`src/rtl/sat_add_seq.sv`:
```
// sat_add_seq
//   Sequencer around an external 3-input saturating adder.
//
//   Operation:
//   - Partial products arrive on a valid/ready stream.
//   - They are gathered three at a time into the registered adder operands.
//   - The adder settles for one ADD cycle.
//   - Its clamped sum is then captured into a one-deep output register.
//   - Delivered results are counted per frame.
//   - done pulses after the last result of a frame.
//
//   Handshake rule, used on both streams:
//   - A transfer happens on a rising edge where valid and ready are both high.
//   - A producer holds valid and its data until that transfer.
//   - The consumer never retracts ready within the cycle.
//   - out_data/out_valid are registers.
//   - pp_ready is a pure decode of the state register.
//   - Neither depends combinationally on the other side's valid/ready.
//
//   Ports:
//     clk, rst            clock; asynchronous active-high reset
//     start               frame start, acted on only in IDLE
//     pp_valid/pp_data    partial-product stream in (signed, passed verbatim)
//     pp_ready            high only while collecting
//     add_in0..2          registered adder operands
//     add_sum             combinational saturated sum from the adder
//     out_valid/out_data  captured result, held until out_ready
//     out_ready           downstream accept
//     busy                high in every state except IDLE
//     done                one-cycle pulse after the last result of a frame
//     pix_cnt             results delivered in the current frame
//     dbg_state           current FSM state, for checkers and debug
module sat_add_seq #(
  parameter int DATA_BITS = 9,
  parameter int PP_W      = 20,
  parameter int NUM_PIX   = 64,
  parameter int CNT_W     = 7
) (
  input  logic                 clk,
  input  logic                 rst,
  input  logic                 start,
  input  logic                 pp_valid,
  input  logic [PP_W-1:0]      pp_data,
  output logic                 pp_ready,
  output logic [PP_W-1:0]      add_in0,
  output logic [PP_W-1:0]      add_in1,
  output logic [PP_W-1:0]      add_in2,
  input  logic [DATA_BITS-1:0] add_sum,
  output logic                 out_valid,
  output logic [DATA_BITS-1:0] out_data,
  input  logic                 out_ready,
  output logic                 busy,
  output logic                 done,
  output logic [CNT_W-1:0]     pix_cnt,
  output logic [2:0]           dbg_state
);

  localparam logic [2:0] S_IDLE    = 3'd0;
  localparam logic [2:0] S_COLLECT = 3'd1;
  localparam logic [2:0] S_ADD     = 3'd2;
  localparam logic [2:0] S_OUT     = 3'd3;
  localparam logic [2:0] S_DONE    = 3'd4;

  localparam logic [CNT_W-1:0] LAST_PIX = CNT_W'(NUM_PIX - 1);

  logic [2:0] state;
  logic [2:0] next_state;
  logic [1:0] slot;
  logic       pp_hs;
  logic       out_hs;

  // Status outputs are decodes of the state register, so they are glitch-free
  // and read 0 while reset is asserted.
  assign pp_ready  = (state == S_COLLECT);
  assign busy      = (state != S_IDLE);
  assign done      = (state == S_DONE);
  assign dbg_state = state;

  assign pp_hs  = pp_valid & pp_ready;
  assign out_hs = out_valid & out_ready;

  always_comb begin
    next_state = state;
    case (state)
      S_IDLE: begin
        if (start) next_state = S_COLLECT;
      end
      S_COLLECT: begin
        if (pp_hs && slot == 2'd2) next_state = S_ADD;
      end
      S_ADD: begin
        next_state = S_OUT;
      end
      S_OUT: begin
        // pix_cnt still holds the pre-increment count here.
        if (out_hs) next_state = (pix_cnt == LAST_PIX) ? S_DONE : S_COLLECT;
      end
      S_DONE: begin
        // start is deliberately not looked at; a new frame needs IDLE.
        next_state = S_IDLE;
      end
      default: begin
        next_state = S_IDLE;
      end
    endcase
  end

  always_ff @(posedge clk or posedge rst) begin
    if (rst) state <= S_IDLE;
    else     state <= next_state;
  end

  // Slot index selects which operand register the next accepted product fills.
  always_ff @(posedge clk or posedge rst) begin
    if (rst) begin
      slot <= 2'd0;
    end else if (state == S_IDLE && start) begin
      slot <= 2'd0;
    end else if (pp_hs) begin
      slot <= (slot == 2'd2) ? 2'd0 : slot + 2'd1;
    end
  end

  // Operands are only written by accepted products. They stay put through ADD
  // and OUT so the adder output is stable when sampled, and they are not
  // cleared between groups.
  always_ff @(posedge clk or posedge rst) begin
    if (rst) begin
      add_in0 <= '0;
      add_in1 <= '0;
      add_in2 <= '0;
    end else if (pp_hs) begin
      case (slot)
        2'd0:    add_in0 <= pp_data;
        2'd1:    add_in1 <= pp_data;
        default: add_in2 <= pp_data;
      endcase
    end
  end

  // One-deep result register. Clamping is the adder's job; the sum is
  // captured verbatim at the end of the ADD cycle.
  always_ff @(posedge clk or posedge rst) begin
    if (rst) begin
      out_valid <= 1'b0;
      out_data  <= '0;
    end else if (state == S_ADD) begin
      out_valid <= 1'b1;
      out_data  <= add_sum;
    end else if (state == S_OUT && out_hs) begin
      out_valid <= 1'b0;
    end
  end

  // Per-frame result counter; cleared on an honoured start, bumped on each
  // delivered result, and left at NUM_PIX after the frame completes.
  always_ff @(posedge clk or posedge rst) begin
    if (rst) begin
      pix_cnt <= '0;
    end else if (state == S_IDLE && start) begin
      pix_cnt <= '0;
    end else if (state == S_OUT && out_hs) begin
      pix_cnt <= pix_cnt + 1'b1;
    end
  end

endmodule
```
`config.mk`:
```
export PLATFORM = sky130hd
export DESIGN_NAME = sat_add_seq
export DESIGN_NICKNAME = d
export VERILOG_FILES = /design/src/rtl/sat_add_seq.sv
export SDC_FILE = /design/constraint.sdc
export NUM_CORES = 1
export LEC_CHECK = 0
export ABC_AREA = 1
export BUFFER_PORTS_ARGS = -buffer_cell sky130_fd_sc_hd__buf_2
export CAP_MARGIN = 5
export CELL_PAD_IN_SITES_DETAIL_PLACEMENT = 1
export CELL_PAD_IN_SITES_GLOBAL_PLACEMENT = 1
export CORE_MARGIN = 2
export CORE_UTILIZATION = 39
export CTS_CLUSTER_SIZE = 14
export DETAILED_ROUTE_END_ITERATION = 12
export PLACE_DENSITY = 0.86
export REMOVE_ABC_BUFFERS = 1
export SYNTH_ARGS = -nofsm -noshare
export SYNTH_HDL_FRONTEND = slang
export SYNTH_SLANG_ARGS = --single-unit
```
`constraint.sdc`:
```
create_clock -name clk -period 5.8 [get_ports clk]
set_clock_uncertainty 0.2 [all_clocks]
set_input_delay 0.87 -clock clk [delete_from_list [all_inputs] [get_ports clk]]
set_output_delay 0.87 -clock clk [all_outputs]
set_load 0.05 [all_outputs]
```
Word-level counts from Yosys, hierarchy flattened. Index checks and enable logic that the tools add are counted. Widths: inputs -> output; s select.

Input bits: 34. Output and inout port bits: 83. Flip-flop bits (word level): 82. Logic and storage cells: 49.

Bitwise operators: 3. Add/sub/neg operators: 2. Multiplexer cells: 12. Reductions and logical operators: 14. Eq/ne operators: 10.

Operators by type and width (number): $mux 7 (2); $mux 3 (4); $pmux 3 s4 (1); $add 7x1->7 const B (1); $eq 7x6->1 const B (1); $eq 3x2->1 const B (2); $mux 2 (3); $reduce_and 2->1 (3); $reduce_bool 2->1 (3); $ne 2x2->1 const B (2); $eq 3x1->1 const B (1); $eq 3x3->1 const B (1); $logic_and 1x1->1 (3); $logic_not 3->1 (1); $reduce_and 3->1 (1); $reduce_bool 3->1 (1); $add 2x1->2 const B (1); $and 1x1->1 (2); $eq 2x1->1 const B (1); $eq 2x2->1 const B (1); $logic_not 2->1 (1); $mux 1 (2); $ne 2x1->1 const B (1); $reduce_or 2->1 (1); $not 1->1 (1).

Logic depth before layout (Yosys ltp).
Depth after elaboration: 5. Depth in mapped cells: 8. Gate-level depth less buffers: 8.

Worst setup path after synthesis. OpenSTA, ideal clock, no wires.

Kind: reg2out. From: reg state[2] (netlist: dbg_state[2]). To: out done. Cell stages (with the launch flop): 3. Path buffers: 0. Setup slack: 2.909 ns. Required time: 4.730 ns. Arrival time: 1.821 ns. Path through: dfrtp_1 inv_2 nor3_1.

Longest elaborated chain between the ends: 1.

RTL lines: start, declared (RTL line 66) `logic [2:0] state;`; start signal, assigned (RTL line 110) `else state <= next_state;`; $eq 3x3->1 (RTL line 76) `assign done = (state == S_DONE);`; end, declared (RTL line 53) `output logic done,`.

No other way between the ends.

Worst setup path after layout.
From: reg state[1] (netlist: dbg_state[1]). To: out pp_ready.

Longest elaborated chain between the ends: 1.

RTL lines: $eq 3x1->1 (RTL line 74) `assign pp_ready = (state == S_COLLECT);`; end, declared (RTL line 44) `output logic pp_ready,`.

No other way between the ends.

==> impl_metrics.py <==
metrics = {
    "outcome": {
        "status": "finished clean",
    },
    "clock_network": {
        "ctsResizeCount": 0,
        "cts_sinks": 82,
        "cts_tree": "done",
        "cts.clk_slew.worst_paths_ns": 0.08,
        "worstSkewPairLatency_ns": 0.34,
        "htree_num_levels": 3,
        "cts-buffers-inserted": 9,
        "clk_path_buf_depth": 2,
        "hold_buffers": 0,
        "clock-root-buffer": "clkbuf_8",
        "post_cts_buffers": 0,
    },
    "placed_design": {
        "numPortBuffers": 116,
        "dpl.hpwl_um": 5670,
        "finalWeightedCongestion": 0.716,
    },
    "grt": {
        "grt_pass1_vias": 2741,
        "grt.total_usage": 0.186,
        "grt_pass1_wl_um": 12900,
        "grt_max_degree": 83,
        "antenna_found_initial": 0,
        "grt_overflow": 0,
    },
    "drt": {
        "drtAntennaViolNets": 0,
        "viasPerCell": 4.81,
        "drt-total-wl_um": 8030,
        "dr.pass1.iters": 4,
        "drcViolationCount": 0,
        "vias": 2684,
        "drt_iter0_drc": 100,
        "routedWlPerCell_um": 14.4,
    },
    "die": {
        "die-area_um2": 9120,
        "pin_count": 117,
        "die_w_um": 95.5,
        "start_util": 0.399,
        "rows": 33,
        "coreArea_um2": 8180,
        "die_h_um": 95.5,
    },
    "hold_path": {
        "worstHoldStart": "add_in0[8]",
        "min_to": "add_in0[8]",
        "min_path_cells": 2,
        "hold_class": "register to register",
    },
    "setup_path": {
        "critPathArrivalTime_ns": 1.35,
        "rrSetupSlack_ns": 3.52,
        "ff2ff_path_depth": 6,
        "critPathBufInv": 3,
        "critPathTopFamily": "buffers and inverters",
        "worstSetupEndpointType": "output pin",
        "cp_slowest_cell": "dfrtp_1",
        "critPathMaxFanout": 6,
        "start_kind": "register",
        "cp.required_ns": 4.73,
        "slowest_delay_ns": 0.43,
        "r2r_end": "add_in0[7]",
        "crit_chain": "inv_2 > nand3_2 > inv_1 > buf_2",
        "r2r-start": "dbg_state[1]",
        "path_class": "register to output pin",
    },
    "logic_synthesis": {
        "synth_top_area_cell": "dfrtp_1",
        "synth_cells": 332,
        "synth_top_area_frac": 0.629,
        "avgSynthCellArea_um2": 9.83,
        "yosysSeqAreaShare": 0.629,
        "netlist_area_um2": 3260,
        "synth_warnings": 0,
        "synth_area_leaders": "dfrtp_1 (63%), nand2_1 (11%), o21ai_1 (7.8%), inv_1 (3.4%), mux2_2 (3.1%)",
        "ys_ff_latch": 82,
        "synth.distinct_cells": 21,
    },
    "layout": {
        "nets": 483,
        "final_cell_mix": "buf_2 (116), nand2_1 (92), dfrtp_1 (82)",
        "syn2layout_area_growth_pct": 26.9,
        "final_common_cell": "buf_2",
        "diodes": 0,
        "nFillCells": 982,
        "drive_gt1_frac": 0.358,
    },
    "run": {
        "maxCapViolCount": 0,
    },
    "sta": {
        "worstMarginPinSlew_ns": 1.04,
        "fmax_mhz": 412,
        "finalCritPeriodShare": 0.418,
        "slew_headroom": 0.307,
        "rsz0062_at_grt": "false",
        "finalSetupViolations": 0,
        "drv_slew": 0,
        "period_minus_slack_ns": 2.42,
        "hold_viol_final": 0,
        "finalSetupTns_ns": 0,
    },
}
==> synth_stat cells <==
cell / count
nand2_1: 92
dfrtp_1: 82
o21ai_1: 51
inv_1: 30
buf_2: 12
nor2_1: 12
nand3_1: 11
mux2_2: 9
o21ai_2: 9
inv_2: 4
o21ai_0: 4
nand3_2: 3
nor2_2: 3
a21oi_1: 2
xor2_1: 2
a31oi_1: 1
buf_4: 1
ha_1: 1
nand3b_1: 1
nor3_1: 1
xnor2_1: 1
==> state kept, by name, indices dropped and copies added (netlist names) <==
name and count:
add_in0 20, add_in1 20, add_in2 20, dbg_state 3, out_data 9, out_valid 1
pix_cnt 7, slot 2
==> worst max path at each step <==
stage | start | endpoint | cells after the start
floorplan | rst | add_in0[0] | 1
global placement | pp_valid | add_in0[16] | 6
detailed placement | pp_valid | add_in1[12] | 5
CTS | dbg_state[1] | pp_ready | 4
global route | dbg_state[1] | add_in0[18] | 5
finish | dbg_state[1] | pp_ready | 4
==> worst reg2reg max path: cells and delay by family (launching register included) <==
family | cells | cell delay, ns
and+or+nand+nor | 4 | 1.30
DFF | 1 | 0.43
buffers and inverters | 1 | 0.11
AOI/OAI and AO/OA | 1 | 0.10
==> per-layer routing <==
layer  GRT usage  wire (um)  vias to the layer above  share of wire
li1            -          -                     1293              -
met1       0.233       3500                     1298           0.44
met2       0.305       3800                       88           0.47
met3      0.0735        687                        5          0.086
met4      0.0393         40                        0         0.0050
met5           0          0                        -              0
==> final cells by class <==
type	instances	area, um^2	share of cell area
clock buffers	11	141	0.0341
multi-input cells	203	1020	0.245
well taps	105	131	0.0317
inverters	34	129	0.0311
repair buffers	118	596	0.144
clock inverters	5	77.6	0.0187
flip-flops and latches	82	2050	0.495
==> through the flow <==
step | worst slack, ns | hold WS [ns] | utilization | instance area, um^2 | cells
after CTS | 3.35 | 0.291 | 0.507 | 4140 | 558
after floorplan | 2.62 | 0.380 | - | 3200 | 319
after global routing | 3.21 | 0.318 | 0.507 | 4140 | 558
final | 3.38 | 0.289 | 0.507 | 4140 | 558
after detailed placement | 3.16 | 0.269 | 0.480 | 3930 | 542
after global placement | 3.24 | 0.264 | 0.480 | 3930 | 542
==> cell families (layout without fill, tap and decap cells) <==
| family | after synthesis | in the layout | synth area share |
|---|---|---|---|
| mux | 9 | 9 | 0.0310 |
| fa+ha+maj | 1 | 1 | 0.00383 |
| flops | 82 | 82 | 0.629 |
| simple gates | 123 | 123 | 0.155 |
| xor+xnor | 3 | 3 | 0.00805 |
| compound gates | 67 | 67 | 0.113 |
| buf+inv | 47 | 168 | 0.0598 |
Power is left out: the tool's default activity adds up to more than one toggle a clock period on the data nets, which glitch-free logic cannot reach.
